<file path="src/rtl/gprf_write_arbiter.sv">
// gprf_write_arbiter
// -----------------------------------------------------------------------------
// Sequencer and arbiter for the single write port of the 32x32 general-purpose
// register file. After reset it optionally sweeps $1..$31 to zero. It then
// shares the write port between the ALU writeback (A) and the load writeback
// (B) using valid/ready handshakes and round-robin arbitration.
//
// Build option:
//   GPRF_ARB_CLEAR_EN  defined   -> CLEAR state with the zeroing sweep exists.
//                      undefined -> reset goes straight to RUN; init_done is 1
//                                   from the first cycle after reset.
//
// Ports:
//   clk            single clock, rising-edge state updates
//   rst            synchronous, active-high reset
//   a_valid/a_addr/a_data/a_ready  ALU writeback request (a_ready combinational)
//   b_valid/b_addr/b_data/b_ready  load writeback request (b_ready combinational)
//   address_W      register file write address (registered)
//   write_data     register file write data (registered)
//   write_enable   register file write strobe (registered)
//   init_done      high once the clear sweep has finished (registered)
// -----------------------------------------------------------------------------
module gprf_write_arbiter #(
    parameter int NREQ_W = 5,
    parameter int DATA_W = 32
) (
    input  logic              clk,
    input  logic              rst,
    input  logic              a_valid,
    input  logic [NREQ_W-1:0] a_addr,
    input  logic [DATA_W-1:0] a_data,
    output logic              a_ready,
    input  logic              b_valid,
    input  logic [NREQ_W-1:0] b_addr,
    input  logic [DATA_W-1:0] b_data,
    output logic              b_ready,
    output logic [NREQ_W-1:0] address_W,
    output logic [DATA_W-1:0] write_data,
    output logic              write_enable,
    output logic              init_done
);

    // Round-robin pointer encoding: who won the most recent grant.
    localparam logic LAST_A = 1'b0;
    localparam logic LAST_B = 1'b1;

`ifdef GPRF_ARB_CLEAR_EN
    localparam logic [0:0] ST_CLEAR = 1'b0;
    localparam logic [0:0] ST_RUN   = 1'b1;

    logic [0:0]        state_r;
    logic [0:0]        state_nxt_s;
    logic [NREQ_W-1:0] clr_ptr_r;
    logic [NREQ_W-1:0] clr_ptr_nxt_s;
`endif

    logic              run_s;
    logic              grant_a_s;
    logic              grant_b_s;
    logic              last_r;
    logic              last_nxt_s;
    logic [NREQ_W-1:0] addr_r;
    logic [NREQ_W-1:0] addr_nxt_s;
    logic [DATA_W-1:0] data_r;
    logic [DATA_W-1:0] data_nxt_s;
    logic              we_r;
    logic              we_nxt_s;
    logic              init_r;
    logic              init_nxt_s;

`ifdef GPRF_ARB_CLEAR_EN
    assign run_s = (state_r == ST_RUN);
`else
    assign run_s = 1'b1;
`endif

    // Round-robin choice between the two requesters. Grants are withheld while
    // rst is high so that nothing is accepted on a reset edge.
    always_comb begin
        grant_a_s = 1'b0;
        grant_b_s = 1'b0;
        if (run_s && !rst) begin
            if (a_valid && b_valid) begin
                if (last_r == LAST_B) begin
                    grant_a_s = 1'b1;
                end else begin
                    grant_b_s = 1'b1;
                end
            end else begin
                grant_a_s = a_valid;
                grant_b_s = b_valid;
            end
        end else begin
            grant_a_s = 1'b0;
            grant_b_s = 1'b0;
        end
    end

    assign a_ready = grant_a_s;
    assign b_ready = grant_b_s;

    // Next value of the write port, round-robin pointer and sweep state.
    always_comb begin
        we_nxt_s   = 1'b0;
        addr_nxt_s = addr_r;
        data_nxt_s = data_r;
        last_nxt_s = last_r;
        init_nxt_s = init_r;
`ifdef GPRF_ARB_CLEAR_EN
        state_nxt_s   = state_r;
        clr_ptr_nxt_s = clr_ptr_r;
`endif
        // A write to $0 still completes the handshake but never strobes.
        if (grant_a_s) begin
            addr_nxt_s = a_addr;
            data_nxt_s = a_data;
            we_nxt_s   = (a_addr != {NREQ_W{1'b0}});
            last_nxt_s = LAST_A;
        end else if (grant_b_s) begin
            addr_nxt_s = b_addr;
            data_nxt_s = b_data;
            we_nxt_s   = (b_addr != {NREQ_W{1'b0}});
            last_nxt_s = LAST_B;
        end else begin
            we_nxt_s = 1'b0;
        end
`ifdef GPRF_ARB_CLEAR_EN
        // During the sweep no grant can be active, so the sweep owns the port.
        case (state_r)
            ST_CLEAR: begin
                we_nxt_s      = 1'b1;
                addr_nxt_s    = clr_ptr_r;
                data_nxt_s    = {DATA_W{1'b0}};
                clr_ptr_nxt_s = clr_ptr_r + {{(NREQ_W-1){1'b0}}, 1'b1};
                if (clr_ptr_r == {NREQ_W{1'b1}}) begin
                    state_nxt_s = ST_RUN;
                    init_nxt_s  = 1'b1;
                end else begin
                    state_nxt_s = ST_CLEAR;
                end
            end
            ST_RUN: begin
                state_nxt_s = ST_RUN;
            end
            default: begin
                state_nxt_s = ST_CLEAR;
            end
        endcase
`endif
    end

    // Register the write port, pointer and sweep state; reset drops any
    // in-flight write.
    always_ff @(posedge clk) begin
        if (rst) begin
            we_r   <= 1'b0;
            addr_r <= {NREQ_W{1'b0}};
            data_r <= {DATA_W{1'b0}};
            last_r <= LAST_B;
`ifdef GPRF_ARB_CLEAR_EN
            state_r   <= ST_CLEAR;
            clr_ptr_r <= {{(NREQ_W-1){1'b0}}, 1'b1};
            init_r    <= 1'b0;
`else
            init_r    <= 1'b1;
`endif
        end else begin
            we_r   <= we_nxt_s;
            addr_r <= addr_nxt_s;
            data_r <= data_nxt_s;
            last_r <= last_nxt_s;
            init_r <= init_nxt_s;
`ifdef GPRF_ARB_CLEAR_EN
            state_r   <= state_nxt_s;
            clr_ptr_r <= clr_ptr_nxt_s;
`endif
        end
    end

    assign address_W    = addr_r;
    assign write_data   = data_r;
    assign write_enable = we_r;
    assign init_done    = init_r;

endmodule

</file>
<file path="config.mk">
export PLATFORM = sky130hd
export DESIGN_NAME = gprf_write_arbiter
export DESIGN_NICKNAME = d
export VERILOG_FILES = /design/src/rtl/gprf_write_arbiter.sv
export SDC_FILE = /design/constraint.sdc
export NUM_CORES = 1
export LEC_CHECK = 0
export CORE_ASPECT_RATIO = 1.75
export CORE_MARGIN = 4
export CORE_UTILIZATION = 39
export DETAILED_ROUTE_END_ITERATION = 8
export PLACE_DENSITY = 0.85
export REMOVE_ABC_BUFFERS = 1
export SETUP_SLACK_MARGIN = 0.2
export SLEW_MARGIN = 15
export SYNTH_ARGS = -nofsm -noshare
export SYNTH_HDL_FRONTEND = slang
export SYNTH_SLANG_ARGS = --single-unit
</file>
<file path="constraint.sdc">
create_clock -name clk -period 3.19 [get_ports clk]
set_input_delay 0.319 -clock clk [delete_from_list [all_inputs] [get_ports clk]]
set_output_delay 0.319 -clock clk [all_outputs]
set_load 0.01 [all_outputs]
</file>
==> results of run 1 <==
==> worst paths after layout <==
| check | depth (start not counted) | endpoint | slack [ns] | start |
|---|---|---|---|---|
| setup / recovery | 5 | b_ready | 0.77 | b_valid |
| hold / removal | 2 | last_r | 0.49 | last_r |
| setup reg to reg | 4 | write_data[29] | 1.54 | last_r |
| hold reg to reg | 2 | last_r | 0.49 | last_r |
==> logic make-up (layout without fill, tap and decap cells) <==
logic type	count (synthesis)	in the layout	synth area share
AOI/OAI and AO/OA	76	76	0.405
buffers and inverters	62	170	0.143
DFF	39	39	0.412
other	1	1	0.00198
and+or+nand+nor	11	11	0.0383
==> power by group through the flow <==
stage,clock [µW],combinational (µW),sequential [µW]
finish,433,334,554
CTS,438,336,554
detailed placement,0,335,564
global placement,0,331,563
floorplan,0,84.9,583
global route,459,358,560
==> sequential cells by signal, summed over array words and instances (netlist names) <==
register and flops:
write_enable 1, write_data 32, last_r 1, address_W 5
==> layout make-up <==
type / instances / area [µm²] / area share
clock inverter: 2 / 35.0 / 0.0111
tap: 52 / 65.1 / 0.0205
multi-input combinational: 88 / 847 / 0.267
sequential: 39 / 781 / 0.247
inverter: 38 / 143 / 0.0450
clock buffer: 6 / 82.6 / 0.0261
timing repair buffer: 124 / 1210 / 0.383
==> worst max-delay path, stage by stage <==
cell             delay (ns)
clkdlybuf4s50_1        0.57
nand2b_1               0.24
a211o_1                0.36
inv_1                  0.06
clkdlybuf4s50_1        0.54
==> metal layers <==
metal,track usage,vias up
met5,0,-
met4,0.0634,0
met3,0.0322,8
met2,0.383,59
met1,0.255,962
li1,-,954
==> cell usage in the layout (no fill, tap or decap), drive strengths merged <==
master / n
a2111oi: 37
a211o: 1
a221o: 37
and3b: 1
buf: 9
bufinv: 1
clkbuf: 6
clkdlybuf4s50: 115
clkinv: 1
conb: 1
dfxtp: 39
inv: 38
nand2: 1
nand2b: 2
nand3b: 1
nor2: 3
nor3: 2
o2bb2ai: 1
or4: 1
==> per-stage QoR <==
stage / hold WS (ns) / utilization / std cells / setup WS [ns]
2_1_floorplan: 0.425 / - / 165 / 0.814
3_3_place_gp: 0.458 / 0.648 / 341 / 0.796
3_5_place_dp: 0.468 / 0.648 / 341 / 0.758
4_1_cts: 0.490 / 0.673 / 349 / 0.758
5_1_grt: 0.506 / 0.673 / 349 / 0.693
6_report: 0.491 / 0.673 / 349 / 0.771
==> impl_metrics.tcl, run 1 <==
set metrics [dict create \
    nets 374 \
    hold_buffers 0 \
    fp.coreArea_mm2 0.00471 \
    setup_viol_count_final 0 \
    synth-edff-count 0 \
    maxCapViolCount 0 \
    num_vias 1983 \
    intPower_uw 989 \
    track_usage 0.215 \
    grt_max_degree 38 \
    grt_pass1_vias 1992 \
    critical_path_class "input pin to output pin" \
    drtIter0Drc 76 \
    syn_area_mm2 0.00190 \
    drive_above_1_share 0.0943 \
    rows 33 \
    num_antenna_cells 0 \
    clock_power_share 0.327 \
    cts_resized 0 \
    crit_arrival_ns 2.10 \
    synthToLayoutAreaGrowth_pct 67.1 \
    post-synth-top-area-cell "dfxtp_1" \
    io_pins 119 \
    antenna_found_initial 0 \
    initial_core_util 0.403 \
    clock_sinks 39 \
    grt_pass1_wl_um 10000 \
    cp.required_ns 2.87 \
    dpl_cell_area_mm2 0.00305 \
    hold_class "flip-flop to flip-flop" \
    yosysMostFrequentCell "dfxtp_1" \
    met2_wirelength_um 3570 \
    synthArstFlopShare 0 \
    cp_max_fo 9 \
    startpoint_type "input pin" \
    met1_length_um 2450 \
    wl_per_cell_um 18.4 \
    htree_levels 2 \
    synthTopCellsByCount "dfxtp_1, inv_1, a221o_1" \
    dr.pass1.iters 4 \
    power_uw 1320 \
    yosysWarnings 0 \
    yosysSeqAreaShare 0.412 \
    yosysUniqueCellTypes 21 \
    drv_slew 0 \
    rsz0062_at_grt "no" \
    skew_ns 0.00437 \
    clkSlewWorstSetupHoldPaths_ns 0.08 \
    cts_tree "built" \
    vdd_drop_max_mv 0.326 \
    seqPwrFrac 0.419 \
    die-height_um 100 \
    p_leak_uw 0.00126 \
    status "complete, no violations" \
    gr-total-overflow 0 \
    fmax_ghz 0.413 \
    top_layer_used "met4" \
    post_cts_buffers 0 \
    power_switching_uw 332 \
    syn_area_per_cell_um2 10.0 \
    totalWireLength_um 6420 \
    clock_latency_ns 0.29 \
    drc 0 \
    dp_hpwl_um 4570 \
    final_area_mm2 0.00317 \
    tns_ns 0 \
    switching_share 0.251 \
    syn_inst 189 \
    power.share.combinational 0.253 \
    cts_max_path_buffers 2 \
    ys.flop_type "dfxtp_1" \
    yosys.area.top_type_share 0.412 \
    fillers 415 \
    met3_length_um 259 \
    period_minus_slack_ns 2.42 \
    cts_buffers 5 \
    die_w_um 60.7 \
    hold_viol 0 \
    synth_area_leaders "dfxtp_1, a221o_1, a2111oi_0" \
    cts-root-buf "clkbuf_8" \
    die_area_mm2 0.00608 \
    power_density_mw_per_mm2 417 \
    gp_congestion 0.788 \
    ys_ff_latch 39 \
    ant_nets 0 \
    crit_path_end_kind "output pin" \
    viasPerCell 5.68 \
    min_period_over_period 0.758 \
    io_buffers 117 \
]
Note: power is estimated with default switching activity, not from simulation.
==> run 2: changes to the inputs <==
Settings changed: CORE_UTILIZATION 39 to 37, PLACE_DENSITY 0.85 to 0.81.
Clock period 3.19 ns to 2.5 ns, I/O delays scaled along.
==> run 2 against run 1 <==
- combinational power rose by 30%
- final cell count rose by 1.4%
- sequential share of layout area fell by 0.21 points
- setup slack got worse by 0.46 ns
- total power rose by 28%
- clock power rose by 26%
- critical path type unchanged
==> impl_metrics.tcl, run 2 (synthesis results as in run 1) <==
set metrics [dict create \
    period_minus_slack_ns 2.19 \
    rsz0062_at_grt "no" \
    gr-max-usage-layer "met2" \
    rows 34 \
    dp_hpwl_um 4820 \
    num_vias 2056 \
    gp_congestion 0.798 \
    skew_ns 0.00838 \
    grt_pass1_vias 2054 \
    cpMostUsedCell "clkdlybuf4s50_1" \
    layout_common_cells "clkdlybuf4s50_1, dfxtp_1, inv_1, a221o_1, a2111oi_0" \
    fp.coreArea_mm2 0.00498 \
    cts_buffers 5 \
    viasPerCell 5.81 \
    track_usage 0.198 \
    slowest_stage "clkdlybuf4s50_1" \
    vdd_drop_max_mv 0.495 \
    cts-root-buf "clkbuf_8" \
    dr.pass1.iters 4 \
    power.share.combinational 0.256 \
    setup_viol_count_final 0 \
    hold_viol 0 \
    power_switching_uw 423 \
    die_area_mm2 0.00638 \
    die_w_um 62.1 \
    power_density_mw_per_mm2 529 \
    initial_core_util 0.381 \
    cp_top_family "buffers and inverters" \
    cp_max_fo 11 \
    intPower_uw 1260 \
    nets 377 \
    clkSlewWorstSetupHoldPaths_ns 0.07 \
    wl_per_cell_um 18.7 \
    synthToLayoutAreaGrowth_pct 68.5 \
    num_antenna_cells 0 \
    tns_ns 0 \
    cts_resized 0 \
    clock_latency_ns 0.29 \
    drc 0 \
    grt_pass1_wl_um 10200 \
    layout_commonest_cell "clkdlybuf4s50_1" \
    final_area_mm2 0.00319 \
    io_pins 119 \
    drive_above_1_share 0.107 \
    min_period_over_period 0.876 \
    crit_path_end_kind "output pin" \
    htree_levels 2 \
    die-height_um 103 \
    status "complete, no violations" \
    met1_usage 0.219 \
    fmax_ghz 0.457 \
    crit_buf_inv 3 \
    post_cts_buffers 0 \
    grt_max_degree 40 \
    gr-total-overflow 0 \
    cts_tree "built" \
    startpoint_type "input pin" \
    worst_path_largest_cell_delay_ns 0.58 \
    io_buffers 117 \
    antenna_found_initial 0 \
    maxCapViolCount 0 \
    hold_class "input pin to flip-flop" \
    dpl_cell_area_mm2 0.00307 \
    drv_slew 0 \
    hold_buffers 0 \
    totalWireLength_um 6620 \
    clock_sinks 39 \
    ant_nets 0 \
    cts_max_path_buffers 2 \
    cp.required_ns 2.25 \
    p_leak_uw 0.00127 \
    grtUsageMet2 0.359 \
    largest_reg_flops 32 \
    clock_power_share 0.324 \
    final_core_util 0.642 \
    path_cells "clkdlybuf4s50_1 > nand2b_2 > a211o_1 > inv_1 > clkdlybuf4s50_1" \
    seqPwrFrac 0.420 \
    critical_path_class "input pin to output pin" \
    drtIter0Drc 78 \
    switching_share 0.251 \
    use_met3 0.0349 \
    crit_arrival_ns 1.94 \
]
[run 2: worst min-delay path, delay by kind of cell]
kind	cells	cell delay, ns
compound gates	2	0.18
buf+inv	1	0.11
[run 2: metrics by stage]
step                worst slack, ns  std cells  power, µW  hold WS [ns]
floorplan                     0.124        165        853         0.356
global placement              0.255        346       1150         0.456
detailed placement            0.242        346       1150         0.459
CTS                           0.229        354       1700         0.297
global route                  0.240        354       1770         0.320
finish                        0.310        354       1690         0.313
[run 2: power groups by stage]
| stage | combinational, µW | sequential [µW] | clock [µW] |
|---|---|---|---|
| after floorplan | 108 | 744 | 0 |
| after global placement | 428 | 721 | 0 |
| after detailed placement | 433 | 722 | 0 |
| after CTS | 435 | 709 | 561 |
| after global routing | 462 | 715 | 594 |
| final | 433 | 709 | 546 |
[run 2: per-layer routing]
metal	up-vias	wire (µm)	share of wire
met1	982	2380	0.36
met4	0	311	0.047
met5	-	0	0
met2	85	3640	0.55
li1	966	-	-
met3	23	290	0.044
[run 2: path summary, 6_finish.rpt]
path | start | endpoint | slack [ns] | cells past startpoint
hold reg to reg | last_r | last_r | 0.48 | 2
setup / recovery | b_valid | b_ready | 0.31 | 5
hold / removal | rst | write_enable | 0.31 | 3
setup reg to reg | last_r | write_data[24] | 0.94 | 4
[run 2: layout make-up]
class	count	area, µm²
clock buffers	6	82.6
clock inverters	2	35.0
fillers	412	1780
inverters	38	143
multi-input cells	88	850
flip-flops and latches	39	781
well taps	54	67.6
repair buffers	127	1240
==> run 3: changes to the inputs <==
Settings changed: CORE_ASPECT_RATIO 1.75 to default.
==> run 3 against run 2 <==
- non-clock buffer count shrank 2
- fmax grew 4.3%
- sequential cell count is the same
- utilization grew 1.6 points
- first-iteration DRC count grew 2.6%
- clock power shrank 3%
- clock skew shrank 0.0011 ns
- register-to-register slack gained 0.13 ns
- wire length shrank 7.7%
- combinational power shrank 2%
- largest cell class unchanged
==> impl_metrics.tcl, run 3 (synthesis results as in run 1) <==
set metrics [dict create \
    setup_viol_count_final 0 \
    cp_max_fo 4 \
    clock_sinks 39 \
    hold_buffers 0 \
    grt_pass1_wl_um 9200 \
    nets 375 \
    clock_latency_ns 0.28 \
    io_buffers 117 \
    crit_buf_inv 3 \
    seqCellArea_um2 781 \
    min_period_over_period 0.840 \
    skew_ns 0.00725 \
    final_area_mm2 0.00319 \
    startpoint_type "input pin" \
    largest_reg_flops 32 \
    antenna_found_initial 0 \
    initial_core_util 0.391 \
    power_density_mw_per_mm2 522 \
    grt_max_degree 38 \
    hold_viol 0 \
    crit_arrival_ns 1.85 \
    cpMostUsedCell "clkdlybuf4s50_1" \
    dpl_cell_area_mm2 0.00308 \
    gp_congestion 0.719 \
    rsz0062_at_grt "no" \
    fillers 397 \
    slowest_stage "clkdlybuf4s50_1" \
    layout_common_cells "clkdlybuf4s50_1, dfxtp_1, inv_1, a221o_1, a2111oi_0" \
    path_cells "clkdlybuf4s50_1 > nand2b_1 > a211o_1 > inv_1 > clkdlybuf4s50_1" \
    slew_headroom 0.661 \
    maxCapViolCount 0 \
    worst_path_largest_cell_delay_ns 0.57 \
    cts_max_path_buffers 2 \
    dp_hpwl_um 4230 \
    cts_resized 0 \
    track_usage 0.181 \
    wl_per_cell_um 16.7 \
    cts_buffers 5 \
    drc 0 \
    hold_class "flip-flop to flip-flop" \
    crit_path_end_kind "output pin" \
    tightest_slew_ns 0.509 \
    ant_nets 0 \
    rows 25 \
    multi_input_area_um2 847 \
    grt_pass1_vias 1863 \
    cp_top_family "buffers and inverters" \
    tns_ns 0 \
    layout_commonest_cell "clkdlybuf4s50_1" \
    die-height_um 79.6 \
    vdd_drop_max_mv 0.295 \
    die_w_um 79.6 \
    cts-root-buf "clkbuf_8" \
    drive_above_1_share 0.0973 \
    gr-total-overflow 0 \
    dr.pass1.iters 4 \
    fmax_ghz 0.476 \
    die_area_mm2 0.00633 \
    period_minus_slack_ns 2.10 \
    io_pins 119 \
    p_leak_uw 0.00126 \
    drtIter0Drc 80 \
    num_antenna_cells 0 \
    fp.coreArea_mm2 0.00485 \
    cts_tree "built" \
    synthToLayoutAreaGrowth_pct 68.2 \
    post_cts_buffers 0 \
    clkSlewWorstSetupHoldPaths_ns 0.08 \
    cp.required_ns 2.25 \
    num_vias 1995 \
    critical_path_class "input pin to output pin" \
    totalWireLength_um 6110 \
    htree_levels 2 \
    viasPerCell 5.47 \
    drv_slew 0 \
    status "complete, no violations" \
]
## run 3: cell count changes in the layout (fill, tap and decap cells not counted)
cell	previous run	this run
buf_4	10	8
buf_2	1	2
nand2b_2	1	0
clkbuf_8	6	5
clkbuf_2	1	0
clkinv_4	0	1
nand2b_1	1	2
## run 3: final timing paths
check            startpoint        endpoint  slack (ns)  cells past startpoint
max                 b_valid         b_ready        0.40                      5
min          write_data[18]  write_data[18]        0.49                      1
max reg2reg          last_r  write_data[30]        1.07                      4
min reg2reg  write_data[18]  write_data[18]        0.49                      1
## run 3: per-stage QoR
step / total power (µW) / util / worst slack (ns) / hold WS [ns] / std cells
after floorplan: 853 / - / 0.124 / 0.356 / 165
after global placement: 1140 / 0.634 / 0.390 / 0.467 / 357
after detailed placement: 1150 / 0.634 / 0.389 / 0.467 / 357
after CTS: 1680 / 0.658 / 0.389 / 0.490 / 365
after global routing: 1730 / 0.658 / 0.352 / 0.504 / 365
final: 1660 / 0.658 / 0.401 / 0.494 / 365
## run 3: power breakdown
| part | switching, µW | leakage [µW] | internal [µW] |
|---|---|---|---|
| combinational | 163 | 0.000876 | 262 |
| clock | 234 | 0.0000581 | 297 |
| sequential | 30.6 | 0.000324 | 678 |
## run 3: layout make-up
type / count / share of cell area
Clock buffer: 5 / 0.0216
Inverter: 38 / 0.0447
Tap cell: 67 / 0.0263
Multi-Input combinational cell: 88 / 0.266
Clock inverter: 3 / 0.0137
Timing Repair Buffer: 125 / 0.383
Sequential cell: 39 / 0.245
## run 3: per-layer routing
metal,track usage,wire (µm)
met5,0,0
met1,0.246,2760
met3,0.0508,436
met4,0.0361,52
met2,0.286,2860
## run 3: worst reg2reg max path: cells and delay by family (launching register included)
family                 cells  cell delay (ns)
AO/OA/AOI/OAI              2             0.64
buffers and inverters      1             0.23
flip-flops                 1             0.32
AND/OR/NAND/NOR            1             0.18
